File: src/rtl/regfile_sb_multiport.sv
// Multi-port register file with a per-register pending scoreboard and a post-reset clear sweep.
// Define RF_BYPASS_EN to forward same-cycle writeback data and readiness to the read ports.
//
// state  | meaning
// S_INIT | clearing storage one entry per cycle; reads return 0/not-ready; writes and allocs ignored
// S_RUN  | normal operation
module regfile_sb_multiport #(
  parameter int NUM_RD = 4,
  parameter int NUM_WR = 2,
  parameter int DATA_W = 32,
  parameter int ADDR_W = 5
) (
  input  logic                     clk,
  input  logic                     rst,
  input  logic [NUM_WR-1:0]        wr_en,
  input  logic [NUM_WR*ADDR_W-1:0] wr_addr,
  input  logic [NUM_WR*DATA_W-1:0] wr_data,
  input  logic [NUM_WR-1:0]        alloc_en,
  input  logic [NUM_WR*ADDR_W-1:0] alloc_addr,
  input  logic [NUM_RD*ADDR_W-1:0] rd_addr,
  output logic [NUM_RD*DATA_W-1:0] rd_data,
  output logic [NUM_RD-1:0]        rd_ready,
  output logic                     init_busy
);

  localparam int NUM_REGS = 2**ADDR_W;

  typedef enum logic {S_INIT, S_RUN} state_t;

  state_t              r_state;
  state_t              w_state_nxt;
  logic [ADDR_W-1:0]   r_ptr;
  logic [NUM_REGS-1:0] r_pend;
  logic [NUM_REGS-1:0] w_pend_nxt;
  logic [DATA_W-1:0]   r_mem [NUM_REGS];

  logic [ADDR_W-1:0]   w_wa [NUM_WR];
  logic [DATA_W-1:0]   w_wd [NUM_WR];
  logic [ADDR_W-1:0]   w_aa [NUM_WR];
  logic [ADDR_W-1:0]   w_ra [NUM_RD];

  for (genvar k = 0; k < NUM_WR; k++) begin : g_wr
    assign w_wa[k] = wr_addr[k*ADDR_W +: ADDR_W];
    assign w_wd[k] = wr_data[k*DATA_W +: DATA_W];
    assign w_aa[k] = alloc_addr[k*ADDR_W +: ADDR_W];
  end

  for (genvar j = 0; j < NUM_RD; j++) begin : g_rd
    assign w_ra[j] = rd_addr[j*ADDR_W +: ADDR_W];
  end

  assign init_busy = (r_state == S_INIT);

  always_ff @(posedge clk) begin
    if (!rst) begin
      r_state <= S_INIT;
      r_ptr   <= '0;
      r_pend  <= '0;
    end else begin
      r_state <= w_state_nxt;
      r_ptr   <= (r_state == S_INIT) ? r_ptr + ADDR_W'(1) : '0;
      r_pend  <= w_pend_nxt;
    end
  end

  // Allocation is applied after writeback so a same-cycle alloc leaves the entry pending.
  always_comb begin
    w_state_nxt = r_state;
    w_pend_nxt  = r_pend;
    case (r_state)
      S_INIT: begin
        if (r_ptr == ADDR_W'(NUM_REGS-1)) w_state_nxt = S_RUN;
      end
      S_RUN: begin
        for (int k = 0; k < NUM_WR; k++) begin
          if (wr_en[k] && (w_wa[k] != '0)) w_pend_nxt[w_wa[k]] = 1'b0;
        end
        for (int k = 0; k < NUM_WR; k++) begin
          if (alloc_en[k] && (w_aa[k] != '0)) w_pend_nxt[w_aa[k]] = 1'b1;
        end
      end
      default: w_state_nxt = S_INIT;
    endcase
  end

  // No reset term on the array so it can map onto RAM; the sweep provides the clear.
  always_ff @(posedge clk) begin
    if (rst) begin
      if (r_state == S_INIT) begin
        r_mem[r_ptr] <= '0;
      end else begin
        for (int k = 0; k < NUM_WR; k++) begin
          if (wr_en[k] && (w_wa[k] != '0)) r_mem[w_wa[k]] <= w_wd[k];
        end
      end
    end
  end

  always_comb begin
    rd_data  = '0;
    rd_ready = '0;
    for (int j = 0; j < NUM_RD; j++) begin
      if (r_state == S_RUN) begin
        if (w_ra[j] == '0) begin
          rd_ready[j] = 1'b1;
        end else begin
          rd_data[j*DATA_W +: DATA_W] = r_mem[w_ra[j]];
          rd_ready[j]                 = ~r_pend[w_ra[j]];
`ifdef RF_BYPASS_EN
          for (int k = 0; k < NUM_WR; k++) begin
            if (wr_en[k] && (w_wa[k] == w_ra[j])) begin
              rd_data[j*DATA_W +: DATA_W] = w_wd[k];
              rd_ready[j]                 = 1'b1;
            end
          end
`endif
        end
      end
    end
  end

endmodule
File: config.mk
export PLATFORM = sky130hd
export DESIGN_NAME = regfile_sb_multiport
export DESIGN_NICKNAME = d
export VERILOG_FILES = /design/src/rtl/regfile_sb_multiport.sv
export SDC_FILE = /design/constraint.sdc
export NUM_CORES = 2
export LEC_CHECK = 0
export CAP_MARGIN = 20
export CELL_PAD_IN_SITES_DETAIL_PLACEMENT = 0
export CELL_PAD_IN_SITES_GLOBAL_PLACEMENT = 1
export CORE_AREA = 4 4 409 411
export DETAILED_ROUTE_END_ITERATION = 8
export DIE_AREA = 0 0 413 415
export GPL_TIMING_DRIVEN = 0
export PLACE_DENSITY_LB_ADDON = 0.1
export SYNTH_ARGS = -nofsm -noshare
export SYNTH_HDL_FRONTEND = slang
export SYNTH_SLANG_ARGS = --single-unit
File: constraint.sdc
create_clock -name clk -period 5.4 [get_ports clk]
set_input_delay 1.08 -clock clk [delete_from_list [all_inputs] [get_ports clk]]
set_output_delay 1.08 -clock clk [all_outputs]
set_load 0.01 [all_outputs]
==> Word-level counts from Yosys, hierarchy flattened <==
Memories as Yosys holds them, arrays and structs flattened.
Index checks and enable logic that the tools add are counted.
{ "totals": {"reg_bits": 38, "out_inout_bits": 133, "wordCells": 103, "inputBits": 110, "memories": 1, "ramBits": 1024} }
{ "memory_table": {"columns": ["name", "depth", "width", "read_ports", "rd_clocked_by_memory_dff", "write_ports", "line", "source"], "rows": [
  ["r_mem", 32, 32, 4, 0, 2, "35", "logic [DATA_W-1:0] r_mem [NUM_REGS];"]
]} }
{ "op_classes": {"n_lt_le_gt_ge": 12, "bitwise_logic": 12, "n_addsub": 1, "muxes": 55, "n_eq_ne": 1, "reduce_logical": 18} }
{ "ops": {"columns": ["cell", "n"], "rows": [
  ["32-bit 2-to-1 mux", 16],
  ["32-bit AND", 2],
  ["32-bit NOT", 2],
  ["32-bit bitwise OR", 2],
  ["5-bit by 6-bit < comparator with 1-bit output, second input constant", 8],
  ["32-bit OR reduction", 1],
  ["1-bit 2-to-1 mux", 30],
  ["1-bit binary-select mux with 5-bit select", 4],
  ["1-bit demux with 5-bit select", 4],
  ["5-bit by 1-bit greater-or-equal comparator with 1-bit output, second input constant", 4],
  ["5-bit logical NOT", 4],
  ["5-bit nonzero test", 4],
  ["1-bit logical AND", 8],
  ["1-bit NOT", 6],
  ["5-bit by 1-bit adder with 5-bit output, second input constant", 1],
  ["5-bit equality test, second input constant", 1],
  ["5-bit 2-to-1 mux", 1],
  ["2-bit OR reduction", 1]
]} }

==> Longest topological paths before layout <==
{ "depth": {"word_depth": 16, "depth_mapped": 8, "mapped_depth_nobuf": 4} }

==> Worst setup path after synthesis <==
Ideal clock, no wire load.
{ "synth_path": {"path_type": "input to register", "start": "input port wr_addr[2]", "end": "memory r_mem[10][0] (enable)", "arrival_time_ns": 4.647, "path_stages": 6, "n_path_buf": 2, "setup_ns": 0.470, "path_slack_ns": 0.283, "cell_sequence": "nor3_2 -> a211oi_2 -> buf_2 -> buf_6 -> o31a_1 -> o31ai_1"} }
{ "synth_lines": {"columns": ["element", "line", "source"], "rows": [
  ["start: declaration", "16", "input logic [NUM_WR*ADDR_W-1:0] wr_addr,"],
  ["end: declaration", "35", null]
]} }

==> Worst setup path after layout <==
{ "layout_path": {"start": "input port rd_addr[2]", "end": "output port rd_data[21]"} }
{ "layout_via": {"elab_chain_cells": 3} }
{ "layout_lines": {"columns": ["element", "line", "source"], "rows": [
  ["start: declaration", "20", "input logic [NUM_RD*ADDR_W-1:0] rd_addr,"],
  ["memory read 32 x 32 bit / 5-bit logical NOT (equally long branches)", null, null],
  ["32-bit 2-to-1 mux *", "104", "if (w_ra[j] == '0) begin"],
  ["32-bit 2-to-1 mux *", "103", "if (r_state == S_RUN) begin"],
  ["end: declaration", "21", "output logic [NUM_RD*DATA_W-1:0] rd_data,"]
]} }
Every way passes the cells marked *; elsewhere a longest branch is shown, timed or not.

==> reports/results.tsv <==
metric	value	unit
worst path required time	4.32	ns
worst-case vdd ir drop	356	uV
DR vias	70235	
Mapped Area	0.0782	mm^2
Vias/cell	7.94	
crit path time final	5.59	ns
most common cell in the netlist	mux4_2	
fmax	179	MHz
num rows	149	
average size of a mapped cell	13.0	um^2
CTS Sinks	1062	
r2r worst-path depth	8	
met3 Resource Use GR	32.6	%
share of cells above drive strength 1	31.0	%
GR Layer Usage met2	67.3	%
worst skew pair latency	0.81	ns
DR iter-0 viols	15890	
number of I/O port buffers	232	
DRT antenna net count	0	
CP Class	input port to output port	
area grow syn2layout	16.0	%
DP HPWL	350000	um
CTS Buffer Depth	3	
RSZ-0062 raised after global routing	no	
worst slew pin tran	1.40	ns
endpoints failing setup	51	
Crit Path Max Fanout	9	
Setup WS post-layout	-0.189	ns
register area share after synthesis	40.3	%
Synth Warn #	0	
cell taking the most area after synthesis	edfxtp_1	
max-slew violation count	0	
Post-synth ARST share	0	%
initial core utilization	47.7	%
top cells by area, synth	edfxtp_1, mux4_2, o21ai_0	
failing checks	negative setup slack	
Power, Total	20900	uW
Setup TNS Final	-3.14	ns
Post-Layout Cell Count	8851	
HP Class	flop to flop	
CTS Buf Count	130	
clock-pin slew on the worst setup and hold paths	0.06	ns
Die Width	413	um
number of global-route vias before repair	63121	
power density over the cells	230	mW/mm^2
hold endpoint	r_ptr[0]	
busiest layer in global routing	met2	
final wirelength	443000	um
top_reg_cell synth	edfxtp_1	
post-DR wirelength/cell	50.1	um
number of cells produced by synthesis	6034	
first drt pass iteration count	7	
first-pass GRT wire length	574000	um
syn nets	6146	
number of synthesized register bits	1062	
fin crit share	104	%
largest net degree at the start of global routing	28	
Die H	415	um
Max-cap violations	0	
Post-synth top cells	mux4_2, nand2_1, edfxtp_1	
H-tree depth	4	
status	complete, but fails checks	
die area	0.171	mm^2
CP Capture Type	output port	
Hold Path Depth	1	
Remaining Overflow, GRT	0	
P_leak	0.0277	uW
routability-driven placement congestion ratio	1.06	
hold_buf cts	0	
Synth cell types	59	
CP arrival	4.51	ns
Setup Skew	0.0212	ns
RR Endpoint	r_mem[11][16]	
CORE AREA	0.164	mm^2
NumNets Final	6647	
number of synthesized flops with an enable pin	1024	
Final Hold Viols	0	
post-synth top area share	39.3	%
FF-to-FF Start	r_state	
M1 GR Usage	64.7	%
initial antenna violation count	45	
gr usage total	50.9	%
placed insts	8569	
register-to-register setup slack	1.18	ns
DP Area	0.0856	mm^2
worst hold start	r_ptr[0]	
Critical Path Source Type	input port	
max_slew headroom	6.40	%
Ports	243	
Finished Cell Area	0.0908	mm^2
Residual DRC	0	
Root Buffer	clkbuf_16	
CTS tree	done	
-- registers in the layout (all words and copies together) (netlist names) --
name	count
r_mem	1024
r_pend	32
r_ptr	5
r_state	1
-- routing by layer --
layer	vias up	wire length [um]
met4	34	26600
met5	-	1390
met2	7894	176000
met1	35775	149000
met3	1407	89900
li1	25125	-
-- cells by family after synthesis --
kind of cell / count (synthesis) / synth area share, %
and+or+nand+nor: 1348 / 7.26
xor gates and xnor gates: 2 / 0.0224
adders and majority gates: 2 / 0.0320
AOI/OAI and AO/OA: 1305 / 8.82
DFF: 1062 / 40.3
muxes: 1342 / 38.1
buffers and inverters: 973 / 5.52
-- placed cells by master (no fill, tap or decap), types with 109 or more instances in the layout --
master | synthesis | final
mux4_2 | 1298 | 1298
nand2_1 | 1074 | 1074
edfxtp_1 | 1024 | 1024
o21ai_0 | 1021 | 1021
clkbuf_1 | 528 | 448
clkdlybuf4s50_1 | 0 | 228
inv_1 | 173 | 169
clkbuf_16 | 0 | 141
nand3_1 | 134 | 131
o21ai_1 | 132 | 109
-- layout make-up --
| class | count | area [um^2] |
|---|---|---|
| flip-flops and latches | 1062 | 31500 |
| plain buffers | 785 | 4050 |
| inverters | 188 | 706 |
| clock inverters | 59 | 548 |
| clock buffers | 165 | 3590 |
| diodes | 35 | 87.6 |
| fillers | 13885 | 73300 |
| well taps | 2189 | 2740 |
| repair buffers | 369 | 4570 |
| multi-input cells | 3999 | 43000 |
-- report_power, final --
part | internal (uW) | switching, uW | total [uW]
Clock | 5150 | 3910 | 9060
Combinational | 995 | 1800 | 2800
Sequential | 8950 | 40.5 | 8990
Total | 15100 | 5760 | 20900
-- repair_timing --
action | in CTS | in global routing
buffers inserted | 0 | 0
gates cloned | 0 | 0
setup endpoints to repair | 132 | 39
gates resized for setup | 295 | 33
-- worst max path at each step --
stage / start / to / slack (ns)
finish: rd_addr[2] / rd_data[21] / -0.19
global route: rd_addr[4] / rd_data[22] / 0.0004
CTS: rd_addr[16] / rd_data[101] / 0.0007
detailed placement: rd_addr[6] / rd_data[55] / -1.63
global placement: wr_addr[0] / r_mem[10][18] / -6.31
floorplan: wr_addr[2] / r_mem[10][0] / 0.28
-- critical path: stages --
cell and delay [ns]:
clkdlybuf4s50_1 0.72, clkbuf_2 0.40, clkbuf_1 0.39, buf_8 0.26, mux4_2 0.42, nand3_1 0.31
o21ai_1 0.31, clkdlybuf4s50_1 0.61
-- through the flow --
stage	hold slack, ns	setup WS, ns	utilization (%)
floorplan	0.442	0.283	-
global placement	0.483	-6.31	50.8
detailed placement	0.476	-1.63	52.2
CTS	0.491	0.000699	55.0
global route	0.511	0.000373	55.3
finish	0.509	-0.189	55.3
(Power assumes the default switching activity.)
